## src/rtl/key_event_scheduler.sv

```systemverilog
// key_event_scheduler: converts debounced key levels into discrete key events.
// Press edges and auto-repeat ticks set per-key pending flags, a round-robin
// arbiter grants one pending key per cycle into a show-ahead FIFO, and the
// consumer drains the FIFO through a valid/ready handshake.
module key_event_scheduler #(
  parameter int NKEYS         = 5,
  parameter int REPEAT_DELAY  = 500000,
  parameter int REPEAT_PERIOD = 100000,
  parameter int FIFO_DEPTH    = 4
) (
  input  logic             clk,
  input  logic             rst,
  input  logic [NKEYS-1:0] key_level,
  input  logic             ev_ready,
  output logic             ev_valid,
  output logic [2:0]       ev_code,
  output logic             ev_repeat,
  output logic             overflow
);

  localparam int              AW          = $clog2(FIFO_DEPTH);
  localparam logic [19:0]     DELAY_LAST  = 20'(REPEAT_DELAY - 1);
  localparam logic [19:0]     PERIOD_LAST = 20'(REPEAT_PERIOD - 1);
  localparam logic [2:0]      RR_INIT     = 3'(NKEYS - 1);
  localparam logic [AW:0]     DEPTH_C     = (AW + 1)'(FIFO_DEPTH);
  localparam logic [AW:0]     CNT_ONE     = (AW + 1)'(1);
  localparam logic [AW-1:0]   PTR_ONE     = AW'(1);

  typedef enum logic [1:0] {
    ST_IDLE   = 2'd0,
    ST_DELAY  = 2'd1,
    ST_REPEAT = 2'd2
  } rpt_state_e;

  // State registers and their next-state values
  logic [NKEYS-1:0] key_prev_q, key_prev_d;
  logic [NKEYS-1:0] pending_q, pending_d;
  logic [NKEYS-1:0] rep_q, rep_d;
  logic             overflow_q, overflow_d;
  rpt_state_e       state_q, state_d;
  logic [19:0]      cnt_q, cnt_d;
  logic [NKEYS-1:0] held_q, held_d;
  logic [2:0]       rr_ptr_q, rr_ptr_d;
  logic [AW-1:0]    wr_ptr_q, wr_ptr_d;
  logic [AW-1:0]    rd_ptr_q, rd_ptr_d;
  logic [AW:0]      count_q, count_d;
  logic [3:0]       mem_q [FIFO_DEPTH];

  // Combinational helpers
  logic [NKEYS-1:0] press_s;
  logic             tick_s;
  logic [NKEYS-1:0] tick_vec_s;
  logic             full_s;
  logic             grant_s;
  logic [2:0]       grant_idx_s;
  logic [NKEYS-1:0] grant_vec_s;
  logic             push_rep_s;
  logic             push_s;
  logic             pop_s;
  logic             drop_s;
  logic [3:0]       head_s;

  assign press_s    = key_level & ~key_prev_q;
  assign key_prev_d = key_level;
  assign tick_vec_s = tick_s ? held_q : '0;
  // Full is judged on the registered occupancy: a pop in the same cycle does not open a slot.
  assign full_s     = (count_q == DEPTH_C);
  assign push_s     = grant_s;
  assign pop_s      = (|count_q) & ev_ready;
  assign head_s     = mem_q[rd_ptr_q];

  assign ev_valid   = |count_q;
  assign ev_code    = ev_valid ? head_s[3:1] : 3'd0;
  assign ev_repeat  = ev_valid ? head_s[0] : 1'b0;
  assign overflow   = overflow_q;

  // Repeat FSM: tracks a single held key and emits delay/period ticks for it.
  always_comb begin
    state_d = state_q;
    cnt_d   = cnt_q;
    held_d  = held_q;
    tick_s  = 1'b0;
    case (state_q)
      ST_IDLE: begin
        if ($onehot(key_level)) begin
          held_d  = key_level;
          cnt_d   = 20'd0;
          state_d = ST_DELAY;
        end else begin
          cnt_d   = 20'd0;
        end
      end
      ST_DELAY: begin
        if (key_level != held_q) begin
          cnt_d   = 20'd0;
          state_d = ST_IDLE;
        end else if (cnt_q == DELAY_LAST) begin
          tick_s  = 1'b1;
          cnt_d   = 20'd0;
          state_d = ST_REPEAT;
        end else begin
          cnt_d   = cnt_q + 20'd1;
        end
      end
      ST_REPEAT: begin
        if (key_level != held_q) begin
          cnt_d   = 20'd0;
          state_d = ST_IDLE;
        end else if (cnt_q == PERIOD_LAST) begin
          tick_s  = 1'b1;
          cnt_d   = 20'd0;
        end else begin
          cnt_d   = cnt_q + 20'd1;
        end
      end
      default: begin
        cnt_d   = 20'd0;
        state_d = ST_IDLE;
      end
    endcase
  end

  // Round-robin arbiter: first pending key after the last winner, only when a slot is free.
  always_comb begin : arb
    int idx;
    idx         = 0;
    grant_s     = 1'b0;
    grant_idx_s = rr_ptr_q;
    grant_vec_s = '0;
    push_rep_s  = 1'b0;
    if (!full_s) begin
      for (int k = 1; k <= NKEYS; k++) begin
        idx = int'(rr_ptr_q) + k;
        idx = (idx >= NKEYS) ? (idx - NKEYS) : idx;
        if (!grant_s && pending_q[idx]) begin
          grant_s          = 1'b1;
          grant_idx_s      = idx[2:0];
          grant_vec_s[idx] = 1'b1;
          push_rep_s       = rep_q[idx];
        end else begin
          grant_s          = grant_s;
        end
      end
    end else begin
      grant_s = 1'b0;
    end
    rr_ptr_d = grant_s ? grant_idx_s : rr_ptr_q;
  end

  // Pending/rep bookkeeping: a new set beats a same-cycle grant; a set on an ungranted pending key merges and flags overflow.
  always_comb begin
    pending_d = pending_q;
    rep_d     = rep_q;
    drop_s    = 1'b0;
    for (int i = 0; i < NKEYS; i++) begin
      if (press_s[i] || tick_vec_s[i]) begin
        pending_d[i] = 1'b1;
        if (press_s[i]) begin
          rep_d[i] = 1'b0;
        end else if (pending_q[i] && !grant_vec_s[i]) begin
          rep_d[i] = rep_q[i];
        end else begin
          rep_d[i] = 1'b1;
        end
        if (pending_q[i] && !grant_vec_s[i]) begin
          drop_s = 1'b1;
        end else begin
          drop_s = drop_s;
        end
      end else if (grant_vec_s[i]) begin
        pending_d[i] = 1'b0;
      end else begin
        pending_d[i] = pending_q[i];
      end
    end
    overflow_d = overflow_q | drop_s;
  end

  // FIFO pointer and occupancy next-state.
  always_comb begin
    if (push_s) begin
      wr_ptr_d = wr_ptr_q + PTR_ONE;
    end else begin
      wr_ptr_d = wr_ptr_q;
    end
    if (pop_s) begin
      rd_ptr_d = rd_ptr_q + PTR_ONE;
    end else begin
      rd_ptr_d = rd_ptr_q;
    end
    case ({push_s, pop_s})
      2'b10:   count_d = count_q + CNT_ONE;
      2'b01:   count_d = count_q - CNT_ONE;
      default: count_d = count_q;
    endcase
  end

  // State register update with synchronous reset; FIFO storage written on push.
  always_ff @(posedge clk) begin
    if (rst) begin
      key_prev_q <= '0;
      pending_q  <= '0;
      rep_q      <= '0;
      overflow_q <= 1'b0;
      state_q    <= ST_IDLE;
      cnt_q      <= 20'd0;
      held_q     <= '0;
      rr_ptr_q   <= RR_INIT;
      wr_ptr_q   <= '0;
      rd_ptr_q   <= '0;
      count_q    <= '0;
      for (int j = 0; j < FIFO_DEPTH; j++) begin
        mem_q[j] <= 4'd0;
      end
    end else begin
      key_prev_q <= key_prev_d;
      pending_q  <= pending_d;
      rep_q      <= rep_d;
      overflow_q <= overflow_d;
      state_q    <= state_d;
      cnt_q      <= cnt_d;
      held_q     <= held_d;
      rr_ptr_q   <= rr_ptr_d;
      wr_ptr_q   <= wr_ptr_d;
      rd_ptr_q   <= rd_ptr_d;
      count_q    <= count_d;
      if (push_s) begin
        mem_q[wr_ptr_q] <= {grant_idx_s, push_rep_s};
      end
    end
  end

endmodule

```

## config.mk

```make
export PLATFORM = sky130hd
export DESIGN_NAME = key_event_scheduler
export DESIGN_NICKNAME = d
export VERILOG_FILES = /design/src/rtl/key_event_scheduler.sv
export SDC_FILE = /design/constraint.sdc
export NUM_CORES = 1
export LEC_CHECK = 0
export ABC_AREA = 1
export BUFFER_PORTS_ARGS = -buffer_cell sky130_fd_sc_hd__buf_2
export CORE_ASPECT_RATIO = 0.6
export CORE_UTILIZATION = 44
export CTS_CLUSTER_DIAMETER = 30
export DETAILED_ROUTE_END_ITERATION = 10
export MAX_ROUTING_LAYER = met4
export PLACE_DENSITY_LB_ADDON = 0.08
export SETUP_SLACK_MARGIN = 0.15
export SLEW_MARGIN = 5
export SYNTH_ARGS = -nofsm -noshare
export SYNTH_HDL_FRONTEND = slang
export SYNTH_SLANG_ARGS = --single-unit
```

## constraint.sdc

```tcl
create_clock -name clk -period 3.35 [get_ports clk]
set_input_delay 0.67 -clock clk [delete_from_list [all_inputs] [get_ports clk]]
set_output_delay 0.67 -clock clk [all_outputs]
set_load 0.02 [all_outputs]
```

# Word level (Yosys, flattened, before mapping)
# Memory sizes are Yosys's and may differ from the RTL's. A register that Yosys moved wholly into a read port is not among the register bits.
# Cells that the tools add are included.
# op_classes
n_addsub	19
order_cmp	15
n_eq_ne	17
muxes	136
n_bitwise	8
n_reduce_logical	44
# op_table
op	count
$ge A32 B1 Y1 const B	5
$lt A32 B5 Y1 const B	5
$mux W32	5
$mux W1	82
$mux W20	4
$mux W5	11
$pmux W20 S2	1
$bmux W1 S3	10
$sub A4 B3 Y5 const B	5
$mux W3	7
$add A20 B1 Y20 const B	1
$eq A20 B17 Y1 const B	1
$eq A20 B19 Y1 const B	1
$ge A4 B3 Y1 const B	5
$or A5 B5 Y5	4
$demux W1 S3	5
$logic_and A1 B1 Y1	14
$mux W2	7
$ne A2 B2 Y1 const B	7
$reduce_and A2 Y1	6
$reduce_bool A2 Y1	6
$logic_not A1 Y1	9
$add A3 B2 Y4 const B	2
$add A3 B3 Y4 const B	2
other kinds (26)	34
# totals
ff_bits	53
ramBits	16
in_bits	8
n_memories	1
# memory_table
name	words	width	read_ports	rd_ports_with_merged_regs	write_ports	line	source
mem_q	4	4	1	1	4	47	logic [3:0] mem_q [FIFO_DEPTH];

# Longest topological paths before layout
# Gate-level depths: netlist (run 1).
# depth
word_depth	37
mapped_depth	24
ltp_nobuf	23

# Worst setup path before layout (run 1)
# No wires, ideal clock.
# synth_path
path_kind	reg-to-reg
startpoint	register rr_ptr_q[0]
endpoint	register count_q[2]
setup_ns	0.122
arrival_time_ns	3.475
setup_slack_ns	-0.247
path_stages_with_launch	23
path_buffers	1
period_less_slack_ns	3.597
path_cell_list	dfxtp_1 inv_2 buf_4 ha_1 ha_1 nand2_1 nand3_4 nand2_1 nand2_1 nor2_1 nand2_1 nand3_2 nand3_4 nor2_4 o21ai_2 nand2_2 ha_1 inv_1 fa_1 a21oi_1 o21ai_0 o21ai_0 a21oi_1
# synth_between
elab_chain_cells	26
elab_cells_between_ends	57
cone_classes	add/sub (10); order compare (5); eq/ne (2); mux (31); reduce/logical (9)
# synth_lines
item	line	source
from (decl)	43	logic [2:0] rr_ptr_q, rr_ptr_d;
from (signal assigned)	223	rr_ptr_q <= rr_ptr_d;
$add A3 B1 Y4	133	idx = int'(rr_ptr_q) + k;
$sub A4 B3 Y5 or $ge A4 B3 Y1 (tied branches)	134	idx = (idx >= NKEYS) ? (idx - NKEYS) : idx;
$mux W32	134	
$bmux W1 S3	135	if (!grant_s && pending_q[idx]) begin
$mux W1 (implied by the code) (2 in a row)	135	
$mux W1	135	
$mux W1	131	if (!full_s) begin
$logic_not A1 Y1	135	
[... 9 more ...]	--	
$mux W1	135	
$mux W1	131	
$logic_not A1 Y1	135	
$logic_and A1 B1 Y1	135	
$mux W1 (*)	135	
$mux W1 (*)	131	
$eq A2 B1 Y1 or $eq A2 B2 Y1 (tied branches)	191	case ({push_s, pop_s})
$pmux W3 S2 or $reduce_bool A2 Y1 (tied branches)	--	
to (signal assigned)	226	count_q <= count_d;
to (decl)	46	logic [AW:0] count_q, count_d;
# Every way passes the cells marked *; elsewhere a longest branch is shown, timed or not. The select of a mux whose other input is x is not followed.
# A chain may end at the register's enable or synchronous reset.

# Worst setup path in the final report (run 1)
# layout_path
startpoint	register rr_ptr_q[1]
endpoint	register count_q[2]
# Same word-level chain as after synthesis.

==> results of run 1 <==
-- state kept, by name, summed over array words and instances (netlist names), named ones only --
name        cells
overflow        1
rep_q           5
rd_ptr_q        2
key_prev_q      5
wr_ptr_q        2
rr_ptr_q        3
pending_q       5
cnt_q          20
count_q         3
held_q          5
mem_q          16
state_q         2
-- synth_stat cells (2+ instances only) --
cell type                    n
sky130_fd_sc_hd__and3_1      4
sky130_fd_sc_hd__nor3b_1     3
sky130_fd_sc_hd__clkinv_1    2
sky130_fd_sc_hd__nand2_1   168
sky130_fd_sc_hd__fa_1        4
sky130_fd_sc_hd__a211oi_1    4
sky130_fd_sc_hd__o21ai_1     9
sky130_fd_sc_hd__a21oi_1    55
sky130_fd_sc_hd__xor2_1      4
sky130_fd_sc_hd__ha_1       17
sky130_fd_sc_hd__buf_2       2
sky130_fd_sc_hd__nand3_4     2
sky130_fd_sc_hd__inv_2       7
sky130_fd_sc_hd__nand3_1    52
sky130_fd_sc_hd__nand2_4     2
sky130_fd_sc_hd__buf_4       3
sky130_fd_sc_hd__a31oi_1     3
sky130_fd_sc_hd__xnor2_1     4
sky130_fd_sc_hd__nand2_2     8
sky130_fd_sc_hd__dfxtp_1    55
sky130_fd_sc_hd__o21ai_2     3
sky130_fd_sc_hd__nor2_1    100
sky130_fd_sc_hd__nand3_2     4
sky130_fd_sc_hd__o21ai_0    56
sky130_fd_sc_hd__clkbuf_1    5
sky130_fd_sc_hd__nor2_2      4
sky130_fd_sc_hd__nand3b_1    2
sky130_fd_sc_hd__nand4_1    17
sky130_fd_sc_hd__nor4_1      6
sky130_fd_sc_hd__inv_1     105
sky130_fd_sc_hd__o21a_1      2
sky130_fd_sc_hd__o211ai_1    2
sky130_fd_sc_hd__a21oi_2     2
sky130_fd_sc_hd__edfxtp_1   16
sky130_fd_sc_hd__o31ai_1     2
sky130_fd_sc_hd__nor2_4      4
sky130_fd_sc_hd__nor3_1     21
-- metrics by stage --
stage,setup slack (ps),hold WS (ps)
after detailed placement,-68.5,442
final,75.6,451
after CTS,153,458
after global placement,47.3,426
after floorplan,121,418
after global routing,-69.9,498
-- layer usage --
layer / share of wire, % / up-vias / wire length, um
met5: 0 / - / 0
met4: 1.8 / 0 / 284
met3: 11 / 28 / 1700
met2: 40 / 240 / 6430
met1: 47 / 2471 / 7490
li1: - / 2660 / -
-- worst max path at each step --
| stage | cells past startpoint | slack, ps | from | endpoint |
|---|---|---|---|---|
| final | 22 | 80 | rr_ptr_q[1] | count_q[2] |
| after global routing | 22 | -70 | rr_ptr_q[1] | count_q[2] |
| after CTS | 21 | 150 | rr_ptr_q[1] | count_q[2] |
| after detailed placement | 20 | -70 | rr_ptr_q[1] | count_q[2] |
| after global placement | 20 | 50 | rr_ptr_q[1] | count_q[2] |
| after floorplan | 22 | 120 | rr_ptr_q[0] | count_q[2] |
-- layout make-up --
| cell class | instances | share of cell area, % |
|---|---|---|
| Multi-Input combinational cell | 570 | 52.4 |
| Tap cell | 139 | 2.76 |
| Timing Repair Buffer | 64 | 7.35 |
| Inverter | 116 | 7.17 |
| Sequential cell | 71 | 25.3 |
| Clock inverter | 7 | 1.41 |
| Clock buffer | 9 | 3.58 |
-- kinds of logic (layout without fill, tap and decap cells) --
logic type	after synthesis	after routing	synth area share (%)
simple gates	399	399	36.1
compound gates	141	141	15.3
buf+inv	126	196	9.73
flops	71	71	31.4
fa+ha+maj	21	21	5.81
xor+xnor	8	8	1.39
mux	1	1	0.223
-- critical path, delay by kind of cell (launching register included) --
kind | cells | cell delay [ps]
adder cells (fa/ha/maj) | 3 | 680
buffers and inverters | 4 | 380
AND/OR/NAND/NOR | 9 | 1080
flip-flops | 1 | 380
AO/OA/AOI/OAI | 6 | 630
-- what timing repair did --
action / in CTS / in global routing
endpoints found under the setup margin: 29 / 37
hold buffers: 0 / 0
setup buffers: 6 / 24
gates resized for setup: 10 / 52
pin swaps: 7 / 29
==> results.txt, run 1 <==
----------------------------------------------------
[Placed design]
  Cell count after placement ... 930
  HPWL after DPL ... 12.2 mm
  Buffers added on ports ... 13
  Cell Area, Placed ... 0.00550 mm^2
  Routability-driven placement congestion ratio ... 1.02

[Worst setup path]
  Reg-to-Reg Start ... rr_ptr_q[1]
  Crit path max-delay cell type ... sky130_fd_sc_hd__dfxtp_4
  Startpoint types ... flip-flop
  CP cell instances ... buf_4 > ha_4 > inv_1 > nand2_1 > nand2_1 > inv_1 > nand2_1 > nand2_4 > nand2_1 > o21ai_0 > nor2_1 > nand3_1 > nand2_1 > o21ai_2 > nand2_2 > ha_4 > inv_4 > fa_2 > a21oi_2 > o21ai_1 > o21ai_1 > a21oi_1
  Internal reg-to-reg setup slack ... 80 ps
  Most used cell along the critical path ... sky130_fd_sc_hd__nand2_1
  Element type at the critical path end ... flip-flop
  Max Fanout on Critical Path ... 8
  R2R depth ... 22
  Type of the setup path with the least slack ... flip-flop to flip-flop
  Largest stage delay on the critical path ... 380 ps
  Data required time at the worst endpoint ... 3580 ps
  Capturing point of the worst reg2reg path ... count_q[2]
  Critical Path AT ... 3500 ps

[Routing]
  Post-DRT Antenna Nets ... 0
  Routed via count ... 5399
  # DRC ... 0
  Final routed wirelength across all metal layers ... 15.9 mm
  Number of DRC markers in iteration 0 ... 484
  Per-cell via count in the routed design ... 5.53
  Routed wire per std cell ... 16.3 um
  First-pass DRT Iterations ... 5

[Timing]
  Number of slew-limit violations in the final report ... 0
  Setup-violating endpoint count in the final report ... 0
  Setup repair after global routing missed its margin ... yes
  Worst max-slew margin expressed relative to the limit ... 48.1%
  Total negative slack for setup checks ... 0 ps
  Fin crit share ... 97.7%
  Peak Freq ... 0.305 GHz
  Final count of hold timing violations ... 0
  Maximum clock skew at final layout ... 6.01 ps
  Worst-Margin Slew ... 773 ps
  Minimum clock period ... 3270 ps

[Final layout]
  Most common cell after layout, fill and taps aside ... sky130_fd_sc_hd__nand2_1
  Area growth from synthesis to layout ... 25.0%
  Post-route core utilization ... 58.0%
  Reg area ... 0.00159 mm^2
  Share of final-layout standard cells stronger than drive strength 1 ... 20.9%
  Post-route cell area ... 0.00630 mm^2
  Final instance count without filler cells ... 976
  Nets ... 861
  Antenna cell count ... 0
  Filler cells ... 1017
  Leading cell types in the layout, fill and taps excluded ... sky130_fd_sc_hd__nand2_1 (151), sky130_fd_sc_hd__inv_1 (103), sky130_fd_sc_hd__nor2_1 (93), sky130_fd_sc_hd__o21ai_0 (54), sky130_fd_sc_hd__dfxtp_1 (52)
  Multi-input gate area ... 0.00330 mm^2

[Worst hold path]
  Number of cells on the worst hold path ... 1
  Worst Hold Launch ... cnt_q[0]
  Worst hold-check path type ... flip-flop to flip-flop
  WHS Endpoint ... cnt_q[0]

[Global route]
  Overall overflow remaining after global route ... 0
  Aggregate global-route resource usage ... 28.0%
  First-pass GRT wire length ... 24.8 mm
  Largest net degree at the start of global routing ... 24
  Antenna violations before repair ... 0
  Number of global-route vias before repair ... 4844
  Met1 demand-to-capacity share in global routing ... 39.0%
  Met3 usage ... 7.56%
  Busiest layer in global routing ... met2
  Met2 usage in global routing ... 40.0%

[Logic synthesis]
  Seq/Total Area, Yosys ... 31.4%
  Syn_area_per_cell ... 6.57 um^2
  Register bit total from synthesis ... 71
  Predominant post-synthesis flop cell ... sky130_fd_sc_hd__dfxtp_1
  Top area cells in the synthesized netlist ... sky130_fd_sc_hd__dfxtp_1 (22%), sky130_fd_sc_hd__nand2_1 (13%), sky130_fd_sc_hd__edfxtp_1 (9.5%), sky130_fd_sc_hd__inv_1 (7.8%), sky130_fd_sc_hd__nor2_1 (7.4%)
  Async set or reset register ratio after synthesis ... 0%
  Synthesized instance count ... 767
  Fraction of post-synthesis cell area in the top cell type by area ... 21.8%
  Number of enable-type register cells in the synthesized netlist ... 16
  Mapped Nets ... 796
  Yosys warning total ... 0
  Library cell with the largest summed area after synthesis ... sky130_fd_sc_hd__dfxtp_1
  Cell area after synthesis ... 0.00504 mm^2
  Post-synth cell types ... 45

[Floorplan]
  Number of primary I/O pins ... 14
  Initial core utilization ... 46.5%
  Die outline area ... 0.0119 mm^2
  Die span in x ... 140 um
  Height of the chip ... 84.9 um
  Standard-cell row count ... 29
  Area inside the core boundary ... 0.0108 mm^2

[Clock network]
  Reg clk slew, reported paths ... 70 ps
  Clock buffer count from CTS ... 9
  Clock tree from TritonCTS ... yes
  Number of buffers between clock root and the deepest sink ... 2
  CTS H-tree depth ... 3
  CTS root buffer ... sky130_fd_sc_hd__clkbuf_16
  # clock sinks ... 71
  Worst-skew pair later-pin latency ... 340 ps

[Job]
  Number of maximum-capacitance violations ... 0

[Run status]
  Run status ... finished clean

----------------------------------------------------
Power of run 1 is not shown: default switching activity piles up to over one toggle a cycle in this logic, so the estimate is an artifact.
==> run 2: changes to the inputs <==
- HOLD_SLACK_MARGIN: unset -> 0.08
- clock period: 3.35 -> 3.88 ns (I/O delays scaled with it)
==> results.txt, run 2 (synthesized netlist as in run 1, its figures left out) <==
----------------------------------------------------
[Timing]
  Worst-Margin Slew ... 725 ps (-47.5 ps)
  Worst max-slew margin expressed relative to the limit ... 51.3% (+3.2 points)
  Fin crit share ... 92.1% (-5.7 points)
  Maximum clock skew at final layout ... 9.10 ps (+3.09 ps)
  Minimum clock period ... 3570 ps (+298 ps)
  Worst setup margin ... 308 ps (+232 ps)
  Peak Freq ... 0.280 GHz (-8.3%)
  Number of slew-limit violations in the final report ... 0 (unchanged)
  Setup repair after global routing missed its margin ... no
  Final count of hold timing violations ... 0 (unchanged)
  Total negative slack for setup checks ... 0 ps (unchanged)
  Setup-violating endpoint count in the final report ... 0 (unchanged)

[Worst setup path]
  Type of the setup path with the least slack ... flip-flop to flip-flop
  CP cell instances ... inv_2 > ha_2 > fa_1 > inv_1 > nand2_1 > o21ai_4 > nor2_2 > nand2_1 > nand2_1 > nor2_4 > nand3_4 > nor2_4 > o21ai_2 > nand2_2 > ha_1 > inv_1 > fa_1 > a21oi_1 > o21ai_0 > o21ai_0 > a21oi_1
  Crit path max-delay cell type ... sky130_fd_sc_hd__fa_1
  Element type at the critical path end ... flip-flop
  Max Fanout on Critical Path ... 8 (unchanged)
  Buffer and inverter count on the worst path ... 3 (-1)
  Top Family by Delay on Critical Path ... adder cells
  Most used cell along the critical path ... sky130_fd_sc_hd__nand2_1
  Data required time at the worst endpoint ... 4100 ps (+520 ps)
  Critical Path AT ... 3800 ps (+300 ps)
  Largest stage delay on the critical path ... 430 ps (+50 ps)
  Startpoint types ... flip-flop

[Routing]
  Post-DRT Antenna Nets ... 0 (unchanged)
  Number of DRC markers in iteration 0 ... 486 (+0.41%)
  First-pass DRT Iterations ... 6 (+1)
  Routed wire per std cell ... 16.5 um (+1.6%)
  Per-cell via count in the routed design ... 5.61 (+1.4%)
  Routed via count ... 5286 (-2.1%)
  Final routed wirelength across all metal layers ... 15.6 mm (-1.9%)
  # DRC ... 0 (unchanged)

[Final layout]
  Biggest regs ... cnt_q (20), mem_q (16)
  Max reg flops ... 20 (unchanged)
  Leading cell types in the layout, fill and taps excluded ... sky130_fd_sc_hd__nand2_1 (163), sky130_fd_sc_hd__inv_1 (104), sky130_fd_sc_hd__nor2_1 (97), sky130_fd_sc_hd__o21ai_0 (56), sky130_fd_sc_hd__a21oi_1 (55)
  Nets ... 827 (-3.9%)
  Share of final-layout standard cells stronger than drive strength 1 ... 13.3% (-7.6 points)
  Antenna cell count ... 0 (unchanged)
  Area growth from synthesis to layout ... 15.2%
  Most common cell after layout, fill and taps aside ... sky130_fd_sc_hd__nand2_1
  Register with the highest flop count ... cnt_q

[Clock network]
  Clock tree from TritonCTS ... yes
  # clock sinks ... 71 (unchanged)
  Clock buffer count from CTS ... 9 (unchanged)
  Number of buffers between clock root and the deepest sink ... 2 (unchanged)
  Worst-skew pair later-pin latency ... 350 ps (about the same)
  Reg clk slew, reported paths ... 70 ps (about the same)
  CTS H-tree depth ... 3 (unchanged)
  CTS root buffer ... sky130_fd_sc_hd__clkbuf_16
  Number of buffers added to fix hold violations after cts ... 0 (unchanged)

[Floorplan]
  Area inside the core boundary ... 0.0108 mm^2 (unchanged)
  Initial core utilization ... 46.5% (unchanged)
  Die span in x ... 140 um (unchanged)
  Height of the chip ... 84.9 um (unchanged)
  Standard-cell row count ... 29 (unchanged)
  Number of primary I/O pins ... 14 (unchanged)
  Die outline area ... 0.0119 mm^2 (unchanged)

[Global route]
  Largest net degree at the start of global routing ... 24 (unchanged)
  Antenna violations before repair ... 0 (unchanged)
  Aggregate global-route resource usage ... 28.4% (+0.41 points)
  Number of global-route vias before repair ... 4693 (-3.1%)
  First-pass GRT wire length ... 25.0 mm (+0.83%)
  Overall overflow remaining after global route ... 0 (unchanged)

[Placed design]
  DP Worst Slack ... 121 ps (+190 ps)
  Buffers added on ports ... 13 (unchanged)
  HPWL after DPL ... 12.3 mm (+0.39%)
  Routability-driven placement congestion ratio ... 1.08 (+5.7%)

[Job]
  Number of maximum-capacitance violations ... 0 (unchanged)

[Worst hold path]
  Worst hold-check path type ... flip-flop to flip-flop

[Run status]
  Run status ... finished clean

----------------------------------------------------
## run 2: cell count changes in the layout (fill, tap and decap cells not counted), moves of 6 or more
cell	delta
sky130_fd_sc_hd__nand2_2	-6
sky130_fd_sc_hd__nand2_4	-6
sky130_fd_sc_hd__nand2_1	+12
sky130_fd_sc_hd__buf_4	-32
## run 2: area by class of cell
cell class,instances,area (um^2)
flip-flops and latches,71,1590
clock buffers,13,273
repair buffers,30,200
clock inverters,3,47.5
fillers,1089,5040
well taps,139,174
inverters,116,442
multi-input cells,570,3080
## run 2: what timing repair did
action | in CTS | in global routing
pin swaps | 0 | 4
hold endpoints to repair | 0 | 0
setup endpoints to repair | 1 | 10
buffers inserted | 0 | 6
gates resized for setup | 4 | 28
## run 2: worst paths after layout
check | start | to | slack [ps] | cells after the start
setup reg to reg | rr_ptr_q[0] | count_q[2] | 310 | 21
hold / removal | cnt_q[0] | cnt_q[0] | 450 | 1
setup / recovery | rr_ptr_q[0] | count_q[2] | 310 | 21
hold reg to reg | cnt_q[0] | cnt_q[0] | 450 | 1
## run 2: layer usage
| metal | track usage [%] | vias up | part of all wire, % |
|---|---|---|---|
| met5 | - | - | 0 |
| met4 | 7.59 | 0 | 1.6 |
| met3 | 8.58 | 27 | 11 |
| met2 | 36.3 | 247 | 37 |
| met1 | 41.9 | 2426 | 50 |
| li1 | - | 2586 | - |
## run 2: per-stage QoR
| step | instance area [um^2] | cells | utilization [%] | hold slack [ps] |
|---|---|---|---|---|
| floorplan | 5040 | 767 | - | 418 |
| global route | 5800 | 942 | 53.5 | 508 |
| global placement | 5310 | 920 | 48.9 | 433 |
| CTS | 5640 | 936 | 52.0 | 451 |
| detailed placement | 5310 | 920 | 48.9 | 437 |
| finish | 5800 | 942 | 53.5 | 449 |
Power of run 2 is left out for the same reason.
==> run 3: changes to the inputs <==
- PLACE_DENSITY: unset -> 0.65
- PLACE_DENSITY_LB_ADDON: 0.08 -> unset
==> results.txt, run 3 (synthesized netlist as in run 1, its figures left out) <==
----------------------------------------------------
[Floorplan]
  Standard-cell row count ... 29 (unchanged)
  Area inside the core boundary ... 0.0108 mm^2 (unchanged)
  Initial core utilization ... 46.5% (unchanged)
  Die outline area ... 0.0119 mm^2 (unchanged)
  Die span in x ... 140 um (unchanged)
  Height of the chip ... 84.9 um (unchanged)
  Number of primary I/O pins ... 14 (unchanged)

[Worst setup path]
  Data required time at the worst endpoint ... 4090 ps (about the same)
  Critical Path AT ... 3710 ps (-90 ps)
  Max Fanout on Critical Path ... 7 (-1)
  Element type at the critical path end ... flip-flop
  Type of the setup path with the least slack ... flip-flop to flip-flop
  Reg-to-Reg Start ... rr_ptr_q[1]
  Timing startpoint of the critical path ... rr_ptr_q[1]
  Startpoint types ... flip-flop

[Timing]
  Peak Freq ... 0.286 GHz (+2.0%)
  Minimum clock period ... 3500 ps (-70.1 ps)
  Setup repair after global routing missed its margin ... no
  Final count of hold timing violations ... 0 (unchanged)
  Worst max-slew margin expressed relative to the limit ... 53.8% (+2.5 points)
  Number of slew-limit violations in the final report ... 0 (unchanged)
  Fin crit share ... 90.3% (-1.8 points)
  Worst setup margin ... 378 ps (+70.1 ps)
  Maximum clock skew at final layout ... 6.32 ps (-2.78 ps)
  Setup-violating endpoint count in the final report ... 0 (unchanged)
  Total negative slack for setup checks ... 0 ps (unchanged)
  Worst-Margin Slew ... 688 ps (-37.4 ps)

[Final layout]
  Antenna cell count ... 0 (unchanged)
  Register with the highest flop count ... cnt_q
  Reg area ... 0.00159 mm^2 (about the same)
  Area growth from synthesis to layout ... 14.0%
  Multi-input gate area ... 0.00307 mm^2 (-0.24%)
  Most common cell after layout, fill and taps aside ... sky130_fd_sc_hd__nand2_1
  Max reg flops ... 20 (unchanged)
  Leading cell types in the layout, fill and taps excluded ... sky130_fd_sc_hd__nand2_1 (165), sky130_fd_sc_hd__inv_1 (104), sky130_fd_sc_hd__nor2_1 (97), sky130_fd_sc_hd__a21oi_1 (55), sky130_fd_sc_hd__o21ai_0 (55)
  Final instance count without filler cells ... 937 (-0.53%)
  Biggest regs ... cnt_q (20), mem_q (16)
  Share of final-layout standard cells stronger than drive strength 1 ... 12.4% (-0.92 points)
  Nets ... 823 (-0.48%)
  Filler cells ... 1105 (+1.5%)
  Post-route cell area ... 0.00574 mm^2 (-1.1%)

[Clock network]
  Number of buffers between clock root and the deepest sink ... 2 (unchanged)
  Clock tree from TritonCTS ... yes
  CTS H-tree depth ... 3 (unchanged)
  CTS root buffer ... sky130_fd_sc_hd__clkbuf_16
  Clock buffer count from CTS ... 9 (unchanged)
  Worst-skew pair later-pin latency ... 330 ps (-20 ps)
  Reg clk slew, reported paths ... 60 ps (about the same)
  # clock sinks ... 71 (unchanged)

[Placed design]
  Routability-driven placement congestion ratio ... 0.980 (-8.9%)
  Cell count after placement ... 916 (-0.43%)
  DP Worst Slack ... 41.3 ps (-79.8 ps)
  Buffers added on ports ... 13 (unchanged)
  Cell Area, Placed ... 0.00528 mm^2 (-0.57%)
  HPWL after DPL ... 11.0 mm (-10%)

[Routing]
  Routed via count ... 5132 (-2.9%)
  Post-DRT Antenna Nets ... 0 (unchanged)
  Number of DRC markers in iteration 0 ... 438 (-9.9%)
  # DRC ... 0 (unchanged)
  Routed wire per std cell ... 15.2 um (-8.3%)
  First-pass DRT Iterations ... 7 (+1)
  Final routed wirelength across all metal layers ... 14.2 mm (-8.8%)
  Per-cell via count in the routed design ... 5.48 (-2.4%)

[Job]
  Number of maximum-capacitance violations ... 0 (unchanged)

[Global route]
  Largest net degree at the start of global routing ... 24 (unchanged)
  Met3 usage ... 5.30% (-3.3 points)
  First-pass GRT wire length ... 22.7 mm (-9.3%)
  Overall overflow remaining after global route ... 0 (unchanged)
  Met2 usage in global routing ... 35.7% (-0.59 points)
  Number of global-route vias before repair ... 4558 (-2.9%)
  Busiest layer in global routing ... met1
  Met1 demand-to-capacity share in global routing ... 36.4% (-5.5 points)
  Antenna violations before repair ... 0 (unchanged)
  Aggregate global-route resource usage ... 25.2% (-3.2 points)

[Run status]
  Run status ... finished clean

[Worst hold path]
  Worst Hold Launch ... cnt_q[0]
  Worst hold-check path type ... flip-flop to flip-flop

----------------------------------------------------
[run 3: cell count changes in the layout (fill, tap and decap cells not counted), sizes merged]
cell    delta
buf        -4
clkbuf     -1
[run 3: path summary, 6_finish.rpt]
| kind | cells past startpoint | slack, ps | endpoint |
|---|---|---|---|
| min | 1 | 450 | cnt_q[0] |
| max reg2reg | 21 | 380 | count_q[2] |
| min reg2reg | 1 | 450 | cnt_q[0] |
| max | 21 | 380 | count_q[2] |
[run 3: cell type report]
cell class                 instances  share of cell area, %
multi-input combinational        570                   53.5
sequential                        71                   27.6
inverter                         116                   7.69
clock buffer                      12                   4.47
tap                              139                   3.03
timing repair buffer              26                   2.96
clock inverter                     3                  0.719
[run 3: metrics by stage]
stage / hold WS, ps / util, %
after global placement: 428 / 48.7
after floorplan: 418 / -
after global routing: 466 / 52.9
final: 449 / 52.9
after detailed placement: 443 / 48.7
after CTS: 451 / 51.7
[run 3: critical path, cell delays in order, from the launching register on]
cell and delay, ps:
sky130_fd_sc_hd__dfxtp_1 340, sky130_fd_sc_hd__buf_4 190, sky130_fd_sc_hd__ha_2 220, sky130_fd_sc_hd__fa_1 430, sky130_fd_sc_hd__inv_1 70, sky130_fd_sc_hd__nand2_1 80
sky130_fd_sc_hd__o21ai_4 110, sky130_fd_sc_hd__nor2_1 110, sky130_fd_sc_hd__nand2_1 90, sky130_fd_sc_hd__nand2_1 90, sky130_fd_sc_hd__nor2_4 160, sky130_fd_sc_hd__nand3_4 120
sky130_fd_sc_hd__nor2_4 140, sky130_fd_sc_hd__o21ai_2 80, sky130_fd_sc_hd__nand2_2 70, sky130_fd_sc_hd__ha_1 150, sky130_fd_sc_hd__inv_1 70, sky130_fd_sc_hd__fa_1 380
sky130_fd_sc_hd__a21oi_1 150, sky130_fd_sc_hd__o21ai_0 130, sky130_fd_sc_hd__o21ai_1 160, sky130_fd_sc_hd__a21oi_1 50
[run 3: repair_timing]
item,CTS,global route
buffers inserted,2,4
gates resized for setup,6,25
endpoints found under the setup margin,1,1
hold buffers,0,0
pin swaps,2,4
[run 3: routing by layer]
metal | up-vias | wire length (um) | share of wire (%)
met5 | - | 0 | 0
met4 | 0 | 95 | 0.67
met3 | 10 | 1130 | 8.0
met2 | 200 | 5870 | 41
met1 | 2343 | 7120 | 50
li1 | 2579 | - | -
Power of run 3 is left out for the same reason.
